### src/rtl/tdc_sync_pkg.sv
// Shared types for the TDC front-end synchronizer bank: edge selection enum
// and a clog2 helper that never returns a zero width.
package tdc_sync_pkg;

    typedef enum logic [1:0] {
        EDGE_RISE = 2'd0,
        EDGE_FALL = 2'd1,
        EDGE_BOTH = 2'd2
    } edge_mode_e;

    // Index width for n items, at least one bit so single-channel builds stay legal.
    function automatic int clog2_min1(input int n);
        return (n <= 2) ? 1 : $clog2(n);
    endfunction

endpackage

### src/rtl/sync_chain.sv
// Single-bit multi-flop synchronizer with asynchronous active-high reset.
// Bit 0 samples the asynchronous input; q is the last stage.
module sync_chain #(
    parameter int STAGES = 2
) (
    input  logic clk,
    input  logic rst,
    input  logic d,
    output logic q
);

    logic [STAGES-1:0] ff;

    // Shift the sampled input one stage per cycle.
    always_ff @(posedge clk or posedge rst) begin
        if (rst) ff <= '0;
        else     ff <= {ff[STAGES-2:0], d};
    end

    assign q = ff[STAGES-1];

endmodule

### src/rtl/sync_event_bank.sv
// Multi-channel synchronizer, edge detector and event queue for the TDC front end.
// Each channel: sync chain -> optional glitch filter -> edge detect -> pending bit.
// A round-robin arbiter offers one pending channel at a time on a valid/ready slot;
// a qualifying edge that finds its pending bit already set raises sticky overflow.
// Optional feature macro: SYNC_FILTER_EN (glitch filter of FILTER_LEN cycles).
module sync_event_bank
    import tdc_sync_pkg::*;
#(
    parameter int         CHANNELS   = 8,
    parameter int         STAGES     = 2,
    parameter edge_mode_e EDGE_MODE  = EDGE_RISE,
    parameter int         FILTER_LEN = 4,
    localparam int        CW         = clog2_min1(CHANNELS)
) (
    input  logic                clk,
    input  logic                rst,
    input  logic [CHANNELS-1:0] async_in,
    input  logic [CHANNELS-1:0] chan_en,
    output logic [CHANNELS-1:0] level_sync,
    output logic [CHANNELS-1:0] edge_pulse,
    output logic                evt_valid,
    output logic [CW-1:0]       evt_chan,
    input  logic                evt_ready,
    output logic [CHANNELS-1:0] overflow,
    input  logic [CHANNELS-1:0] ovf_clr
);

    logic [CHANNELS-1:0] raw;
    logic [CHANNELS-1:0] prev;
    logic [CHANNELS-1:0] pending;
    logic [CHANNELS-1:0] qual;
    logic [CHANNELS-1:0] clr;
    logic [CW-1:0]       ptr;
    logic [CW-1:0]       sel;
    logic [CW-1:0]       idx;
    logic [CW-1:0]       sel_nxt;
    logic                found;
    logic                slot_free;
    logic                take;

    for (genvar c = 0; c < CHANNELS; c++) begin : g_chan
        sync_chain #(.STAGES(STAGES)) u_sync (
            .clk (clk),
            .rst (rst),
            .d   (async_in[c]),
            .q   (raw[c])
        );

`ifdef SYNC_FILTER_EN
        localparam int FW = $clog2(FILTER_LEN + 1);
        logic [FW-1:0] cnt;
        logic          lvl;

        // Follow raw only after FILTER_LEN consecutive disagreeing cycles.
        always_ff @(posedge clk or posedge rst) begin
            if (rst) begin
                cnt <= '0;
                lvl <= 1'b0;
            end else if (raw[c] == lvl) begin
                cnt <= '0;
            end else if (cnt >= FW'(FILTER_LEN - 1)) begin
                lvl <= raw[c];
                cnt <= '0;
            end else begin
                cnt <= cnt + 1'b1;
            end
        end

        assign level_sync[c] = lvl;
`else
        assign level_sync[c] = raw[c];
`endif
    end

    // Delayed copy of the level for edge detection.
    always_ff @(posedge clk or posedge rst) begin
        if (rst) prev <= '0;
        else     prev <= level_sync;
    end

    // Edge pulse straight from registers, independent of chan_en.
    always_comb begin
        case (EDGE_MODE)
            EDGE_FALL: edge_pulse = ~level_sync & prev;
            EDGE_BOTH: edge_pulse = level_sync ^ prev;
            default:   edge_pulse = level_sync & ~prev;
        endcase
    end

    assign qual      = edge_pulse & chan_en;
    assign slot_free = ~evt_valid | evt_ready;

    // Round-robin pick: first pending channel at or after ptr, wrapping.
    always_comb begin
        found = 1'b0;
        sel   = '0;
        idx   = '0;
        for (int i = 0; i < CHANNELS; i++) begin
            idx = CW'((int'(ptr) + i) % CHANNELS);
            if (!found && pending[idx]) begin
                found = 1'b1;
                sel   = idx;
            end
        end
    end

    assign take    = slot_free & found;
    assign sel_nxt = (sel == CW'(CHANNELS - 1)) ? '0 : sel + 1'b1;

    // One-hot clear of the channel moved into the output slot.
    always_comb begin
        clr = '0;
        if (take) clr[sel] = 1'b1;
    end

    // Pending queue and sticky overflow; an edge on the channel being loaded re-queues cleanly.
    always_ff @(posedge clk or posedge rst) begin
        if (rst) begin
            pending  <= '0;
            overflow <= '0;
        end else begin
            pending  <= (pending & ~clr) | qual;
            overflow <= (overflow & ~ovf_clr) | (qual & pending & ~clr);
        end
    end

    // Output slot: reload when empty or consumed, otherwise hold the offered event.
    always_ff @(posedge clk or posedge rst) begin
        if (rst) begin
            evt_valid <= 1'b0;
            evt_chan  <= '0;
            ptr       <= '0;
        end else if (slot_free) begin
            evt_valid <= found;
            if (found) begin
                evt_chan <= sel;
                ptr      <= sel_nxt;
            end
        end
    end

endmodule

### config.mk
export PLATFORM = sky130hd
export DESIGN_NAME = sync_event_bank
export DESIGN_NICKNAME = d
export VERILOG_FILES = /design/src/rtl/tdc_sync_pkg.sv /design/src/rtl/sync_chain.sv /design/src/rtl/sync_event_bank.sv
export SDC_FILE = /design/constraint.sdc
export NUM_CORES = 1
export LEC_CHECK = 0
export CORE_MARGIN = 2
export CORE_UTILIZATION = 39
export CTS_CLUSTER_DIAMETER = 30
export DETAILED_ROUTE_END_ITERATION = 8
export PLACE_DENSITY = 0.67
export SLEW_MARGIN = 40
export SYNTH_ARGS = -nofsm -noshare
export SYNTH_HDL_FRONTEND = slang
export SYNTH_SLANG_ARGS = --single-unit
export TNS_END_PERCENT = 50
### constraint.sdc
create_clock -name clk -period 4.1 [get_ports clk]
set_input_delay 0.41 -clock clk [delete_from_list [all_inputs] [get_ports clk]]
set_output_delay 0.41 -clock clk [all_outputs]
set_load 0.005 [all_outputs]
==> out/qor.yml, run 1 <==
yosys:
  yosysMostFrequentCell: "dfrtp_1"
  syn_nets: 264
  yosys.area.top_type: "dfrtp_1"
  avgSynthCellArea_um2: 11.6
  synth_ff_type: "dfrtp_1"
  yosysWarnings: 0
  synth_area_um2: 2720
  synth_edf_count: 0
  synth_cell_types: 55
  yosysSeqAreaShare_pct: 43.3
  ys_seq_elements: 47
  synth-async-reset-ratio_pct: 100
  synth_top_area_share_pct: 43.3
  ys_top_cells_by_area: "dfrtp_1 (43%), mux4_1 (8.7%), mux4_2 (5.0%)"
  synth_cells: 235
  synth_common_cells: "dfrtp_1 (47), nand2_1 (21), nor2_1 (14)"
route:
  ant_nets: 0
  routed_wire_length_per_instance_um: 15.9
  drc: 0
  vias: 2038
  vias_per_cell: 5.68
  drt_iter0_drc: 158
  dr.pass1.iters: 4
  routed_wirelength_um: 5720
timing:
  rsz0062_at_grt: "false"
  finalSetupTns_ps: 0
  finalHoldViolations: 0
  relSlewSlack_pct: 55.6
  worst_pin_slew_ps: 667
  fin_ws_ps: 323
  fin_skew_ps: 6.21
  setup_violations: 0
  min_period_over_period_pct: 92.1
  fmax_mhz: 265
  period_minus_slack_ps: 3780
  final_max_slew_viol_count: 0
final_layout:
  seq_area_um2: 1180
  n_antenna_cell: 0
  fill_cells: 614
  multiInputGateArea_um2: 1330
  area_growth_pct: 22.7
  fin_nets: 307
  drive_above_1_share_pct: 12.9
die:
  die-area_um2: 7650
  start_util_pct: 40.2
  pin_count: 55
  rows: 30
  die_x_um: 87.5
  dieHeight_um: 87.5
  core_area_um2: 6760
power_and_ir_drop:
  p_switching_w: 0.00129
  pwr-share-seq_pct: 24.1
  p_per_area_nw_per_um2: 882
  internal_power_w: 0.00165
  sw_frac_of_total_pct: 43.7
  pwr-share-comb_pct: 64.0
  p_clk_share_pct: 11.8
  leakage_nw: 1.36
  peakVddDrop_mv: 0.349
cts:
  htree_levels: 2
  clkSinkCount: 47
  cts-buffers-inserted: 5
  cts_tree: "done"
  clk_path_buf_depth: 2
  cts_root_buffer: "clkbuf_8"
  cts_resized: 0
  cts_setup_buffers: 0
  path_clk_slew_ps: 90
  clk_latency_ps: 300
  cts_hold_buf: 0
setup_path:
  crit_fanout: 16
  max_stage_delay_ps: 660
  cp-end-kind: "flip-flop"
  crit_top_cell: "a32o_2"
  r2r_end: "overflow[3]$_DFF_PP0_"
  arrival_ps: 3970
  reg2reg_slack_ps: 320
  crit_end: "overflow[3]$_DFF_PP0_"
  worstSetupPathType: "flip-flop to flip-flop"
  r2r_start: "ptr[0]$_DFFE_PP0P_"
  crit_path_start_kind: "flip-flop"
  crit_start: "ptr[0]$_DFFE_PP0P_"
  required_ps: 4290
  reg2reg_depth: 10
  crit_chain: "inv_2 > ha_1 > mux4_1 > mux2i_1 > a32o_2 > nand3_1 > o311a_1 > or2_1 > or3_4 > a32o_2"
  crit_slowest_cell: "ha_1"
place:
  preCtsSetupSlack_ps: 391
  gp_congestion: 0.973
  port_buffers: 54
  dp_hpwl_um: 4160
global_route:
  grt_start_max_net_pins: 48
  grtUsageTotal_pct: 15.5
  antenna_found_initial: 0
  grt_pass1_wl_um: 9290
  met1_usage_pct: 20.9
  met3_usage_pct: 3.89
  grt_pass1_vias: 1952
  gr-max-usage-layer: "met2"
  grt_overflow: 0
  grt.met2_usage_pct: 23.7
min_path:
  min_path_type: "flip-flop to flip-flop"
status:
  status: "finished, final reports clean"
run:
  drv_cap: 0
-- worst min-delay path by stage --
stage / slack, ps / end / cells after the start / start
after floorplan: 330 / g_chan[0].u_sync.ff[1]$_DFF_PP0_ / 0 / g_chan[0].u_sync.ff[0]$_DFF_PP0_
after global placement: 330 / g_chan[0].u_sync.ff[1]$_DFF_PP0_ / 0 / g_chan[0].u_sync.ff[0]$_DFF_PP0_
after detailed placement: 340 / g_chan[1].u_sync.ff[1]$_DFF_PP0_ / 0 / g_chan[1].u_sync.ff[0]$_DFF_PP0_
after CTS: 350 / g_chan[4].u_sync.ff[1]$_DFF_PP0_ / 0 / g_chan[4].u_sync.ff[0]$_DFF_PP0_
after global routing: 360 / g_chan[6].u_sync.ff[1]$_DFF_PP0_ / 0 / g_chan[6].u_sync.ff[0]$_DFF_PP0_
final: 350 / g_chan[4].u_sync.ff[1]$_DFF_PP0_ / 0 / g_chan[4].u_sync.ff[0]$_DFF_PP0_
-- stage by stage --
stage          hold slack (ps)  cell area, µm²  total power, W  utilization [%]  instances
2_1_floorplan              331            2720         0.00222                -        235
3_3_place_gp               332            3210         0.00257             47.6        351
3_5_place_dp               336            3220         0.00256             47.6        351
4_1_cts                    352            3330         0.00292             49.4        359
5_1_grt                    364            3330         0.00315             49.4        359
6_report                   352            3330         0.00294             49.4        359
-- metal layers --
layer,share of wire (%),vias up
met4,3.0,0
met5,0,-
li1,-,946
met3,8.2,14
met2,47,96
met1,42,982
-- cell type report --
| cell class | count | area share, % |
|---|---|---|
| tap | 80 | 3.00 |
| clock buffer | 6 | 2.48 |
| multi-input combinational | 155 | 40.0 |
| timing repair buffer | 56 | 16.7 |
| sequential | 47 | 35.3 |
| inverter | 13 | 1.54 |
| clock inverter | 2 | 1.05 |
-- critical path: cells and delay by family (launching register included) --
| family | cells | cell delay [ps] |
|---|---|---|
| buffers and inverters | 1 | 90 |
| AO/OA/AOI/OAI | 3 | 900 |
| multiplexers | 2 | 810 |
| adder cells (fa/ha/maj) | 1 | 660 |
| flip-flops | 1 | 360 |
| AND/OR/NAND/NOR | 3 | 850 |
-- kinds of logic (layout without fill, tap and decap cells) --
kind of cell / after synthesis / after routing / share of synthesized area, %
AOI/OAI and AO/OA: 45 / 45 / 12.5
xor gates and xnor gates: 3 / 3 / 0.967
adders and majority gates: 2 / 2 / 0.921
buffers and inverters: 33 / 77 / 7.64
DFF: 47 / 47 / 43.3
muxes: 33 / 33 / 20.8
and+or+nand+nor: 72 / 72 / 13.9
-- registers in the layout, indices dropped and copies added (netlist names) --
name and count:
evt_chan 3, evt_valid 1, g_chan.u_sync.ff 16, overflow 8, pending 8, prev 8, ptr 3
-- power by group through the flow --
stage	clock network, W	logic (W)	registers (W)
final	0.000347	0.00188	0.000710
after global routing	0.000377	0.00204	0.000726
after CTS	0.000356	0.00186	0.000706
after detailed placement	0	0.00185	0.000716
after global placement	0	0.00185	0.000717
after floorplan	0	0.00157	0.000651
-- cells in the final DEF, fill, tap and decap left out, types with 2 or more instances in the layout --
cell type / synthesis / routed
o21ai_0: 3 / 3
inv_1: 11 / 10
a21o_1: 3 / 3
a21oi_1: 3 / 3
buf_4: 9 / 2
dfrtp_1: 47 / 47
nand2b_1: 4 / 4
mux4_2: 6 / 6
o31ai_1: 8 / 8
o22ai_1: 8 / 8
nand3_1: 4 / 4
clkdlybuf4s50_1: 0 / 54
clkbuf_8: 0 / 6
ha_1: 2 / 2
mux2_2: 9 / 9
o211ai_1: 2 / 2
xnor2_1: 2 / 2
nand2_1: 21 / 21
nor2_1: 14 / 14
a32oi_1: 2 / 2
a32o_2: 2 / 2
nor2b_1: 11 / 11
and2_1: 5 / 5
a221o_1: 2 / 2
mux2i_1: 8 / 8
mux4_1: 9 / 9
nor3_1: 2 / 2
Note: power is estimated with default switching activity, not from simulation.
==> run 2: changes to the inputs <==
- PLACE_DENSITY: 0.67 -> 0.7
- clock period: 4.1 -> 3 ns (I/O delays scaled with it)
==> run 2 against run 1 <==
Compared with the run above:
- the run now ends with setup timing left
- wire length up 18%
- clock-buffer cell count up 1
- global-route usage up 3.7 points
- worst hold slack about the same
==> out/qor.yml, run 2 (synthesized netlist as in run 1, its figures left out) <==
setup_path:
  r2r_start: "ptr[0]$_DFFE_PP0P_"
  crit_chain: "inv_8 > ha_4 > buf_6 > mux2_4 > mux4_2 > nor2_1 > a221o_1 > a21oi_2 > or2_4 > or3_4 > a32o_2"
  crit_end: "overflow[3]$_DFF_PP0_"
  max_stage_delay_ps: 570  # -90 ps
  crit_slowest_cell: "mux4_2"
  crit_family: "multiplexers"
  arrival_ps: 3460  # -510 ps
  required_ps: 3190  # -1100 ps
  crit_path_start_kind: "flip-flop"
  reg2reg_slack_ps: -270  # -590 ps
  cp-end-kind: "flip-flop"
  worstSetupPathType: "flip-flop to flip-flop"
  worstSetupPathDepth: 11  # +1
  r2r_end: "overflow[3]$_DFF_PP0_"
  crit_fanout: 5  # -11
  crit_start: "ptr[0]$_DFFE_PP0P_"
  path_buf_inv: 2  # +1
  reg2reg_depth: 11  # +1
timing:
  fmax_mhz: 306  # +16%
  worst_pin_slew_ps: 548  # -118 ps
  period_minus_slack_ps: 3270  # -507 ps
  fin_ws_ps: -270  # -593 ps
  rsz0062_at_grt: "true"
  final_max_slew_viol_count: 0  # unchanged
  setup_violations: 20  # +20
  finalHoldViolations: 0  # unchanged
  relSlewSlack_pct: 63.4  # +7.9 points
  fin_skew_ps: 5.50  # -0.712 ps
  min_period_over_period_pct: 109  # +17 points
place:
  dp_hpwl_um: 4730  # +14%
  dp_cells: 392  # +12%
  port_buffers: 54  # unchanged
  gp_congestion: 0.985  # +1.3%
die:
  die-area_um2: 7650  # unchanged
  core_area_um2: 6760  # unchanged
  dieHeight_um: 87.5  # unchanged
  rows: 30  # unchanged
  pin_count: 55  # unchanged
  die_x_um: 87.5  # unchanged
  start_util_pct: 40.2  # unchanged
cts:
  clk_latency_ps: 300  # about the same
  cts_tree: "done"
  clkSinkCount: 47  # unchanged
  cts-buffers-inserted: 5  # unchanged
  path_clk_slew_ps: 90  # about the same
  clk_path_buf_depth: 2  # unchanged
  cts_root_buffer: "clkbuf_8"
  cts_hold_buf: 0  # unchanged
  htree_levels: 2  # unchanged
route:
  routed_wirelength_um: 6730  # +18%
  vias: 2229  # +9.4%
  ant_nets: 0  # unchanged
  drc: 0  # unchanged
  vias_per_cell: 5.49  # -3.3%
  drt_iter0_drc: 147  # -7.0%
  routed_wire_length_per_instance_um: 16.6  # +4.1%
  dr.pass1.iters: 5  # +1
min_path:
  min_path_type: "flip-flop to flip-flop"
global_route:
  grtUsageTotal_pct: 19.2  # +3.7 points
  met1_usage_pct: 25.5  # +4.6 points
  grt_pass1_vias: 2322  # +19%
  gr-max-usage-layer: "met2"
  grt_overflow: 0  # unchanged
  grt_start_max_net_pins: 48  # unchanged
  antenna_found_initial: 0  # unchanged
  grt_pass1_wl_um: 11500  # +23%
  met3_usage_pct: 3.89  # unchanged
  grt.met2_usage_pct: 30.9  # +7.2 points
final_layout:
  final_cell_mix: "clkdlybuf4s50_1 (54), dfrtp_1 (46), buf_4 (41)"
  largest_register: "g_chan.u_sync.ff"
  largest_reg_flops: 16  # unchanged
  n_antenna_cell: 0  # unchanged
  fin_nets: 354  # +15%
  drive_above_1_share_pct: 33.7  # +21 points
  stdcell_count: 406  # +13%
  layout.cells.most_common: "clkdlybuf4s50_1"
  fin_util_pct: 57.8  # +8.5 points
  area_growth_pct: 43.8
  fill_cells: 545  # -11%
status:
  violations: "setup timing"
  status: "finished with violations"
run:
  drv_cap: 0  # unchanged
==> run 2: changes by cell type in the layout (fill, tap and decap cells not counted), moves of 2 or more <==
cell / change
ha_1: -2
mux4_1: -2
mux2_4: +2
buf_6: +7
o31ai_1: -7
mux4_2: +2
buf_4: +39
o31ai_4: +7
==> run 2: worst reg2reg max path: stages, from the launching register on <==
cell and delay [ps]:
dfrtp_2 440, inv_8 40, ha_4 300, buf_6 140, mux2_4 300, mux4_2 570
nor2_1 170, a221o_1 190, a21oi_2 90, or2_4 260, or3_4 400, a32o_2 260
==> run 2: layer usage <==
metal | up-vias | share of wire [%]
met2 | 85 | 49
met4 | 0 | 2.7
met3 | 18 | 5.9
li1 | 1037 | -
met5 | - | 0
met1 | 1089 | 43
==> run 2: what timing repair did <==
| item | CTS | global route |
|---|---|---|
| setup buffers | 8 | 0 |
| pin swaps | 13 | 8 |
| setup endpoints to repair | 20 | 22 |
| resized for setup | 27 | 12 |
==> run 2: per-stage QoR <==
stage | cell area, µm² | hold slack [ps] | setup TNS (ps) | setup WS, ps
floorplan | 2760 | 331 | -3150 | -468
CTS | 3840 | 354 | -2580 | -241
global route | 3910 | 365 | -5020 | -375
finish | 3910 | 352 | -2810 | -270
global placement | 3570 | 333 | -3560 | -319
detailed placement | 3570 | 335 | -4190 | -346
==> run 2: how the worst min path moves through the flow <==
stage / startpoint / end / slack [ps] / depth (start not counted)
5_1_grt: g_chan[7].u_sync.ff[0]$_DFF_PP0_ / g_chan[7].u_sync.ff[1]$_DFF_PP0_ / 370 / 0
4_1_cts: g_chan[2].u_sync.ff[0]$_DFF_PP0_ / g_chan[2].u_sync.ff[1]$_DFF_PP0_ / 350 / 0
2_1_floorplan: g_chan[0].u_sync.ff[0]$_DFF_PP0_ / g_chan[0].u_sync.ff[1]$_DFF_PP0_ / 330 / 0
6_report: g_chan[7].u_sync.ff[0]$_DFF_PP0_ / g_chan[7].u_sync.ff[1]$_DFF_PP0_ / 350 / 0
3_3_place_gp: g_chan[0].u_sync.ff[0]$_DFF_PP0_ / g_chan[0].u_sync.ff[1]$_DFF_PP0_ / 330 / 0
3_5_place_dp: g_chan[3].u_sync.ff[0]$_DFF_PP0_ / g_chan[3].u_sync.ff[1]$_DFF_PP0_ / 330 / 0
==> run 2: final cells by class <==
cell class	instances	area, µm²	area share [%]
Clock buffer	7	96.3	2.47
Clock inverter	1	7.51	0.192
Inverter	13	62.6	1.60
Multi-Input combinational cell	155	1520	38.8
Sequential cell	47	1180	30.1
Tap cell	80	100	2.56
Timing Repair Buffer	103	947	24.2
Power of run 2 is not shown: default switching activity piles up to over one toggle a cycle in this logic, so the estimate is an artifact.
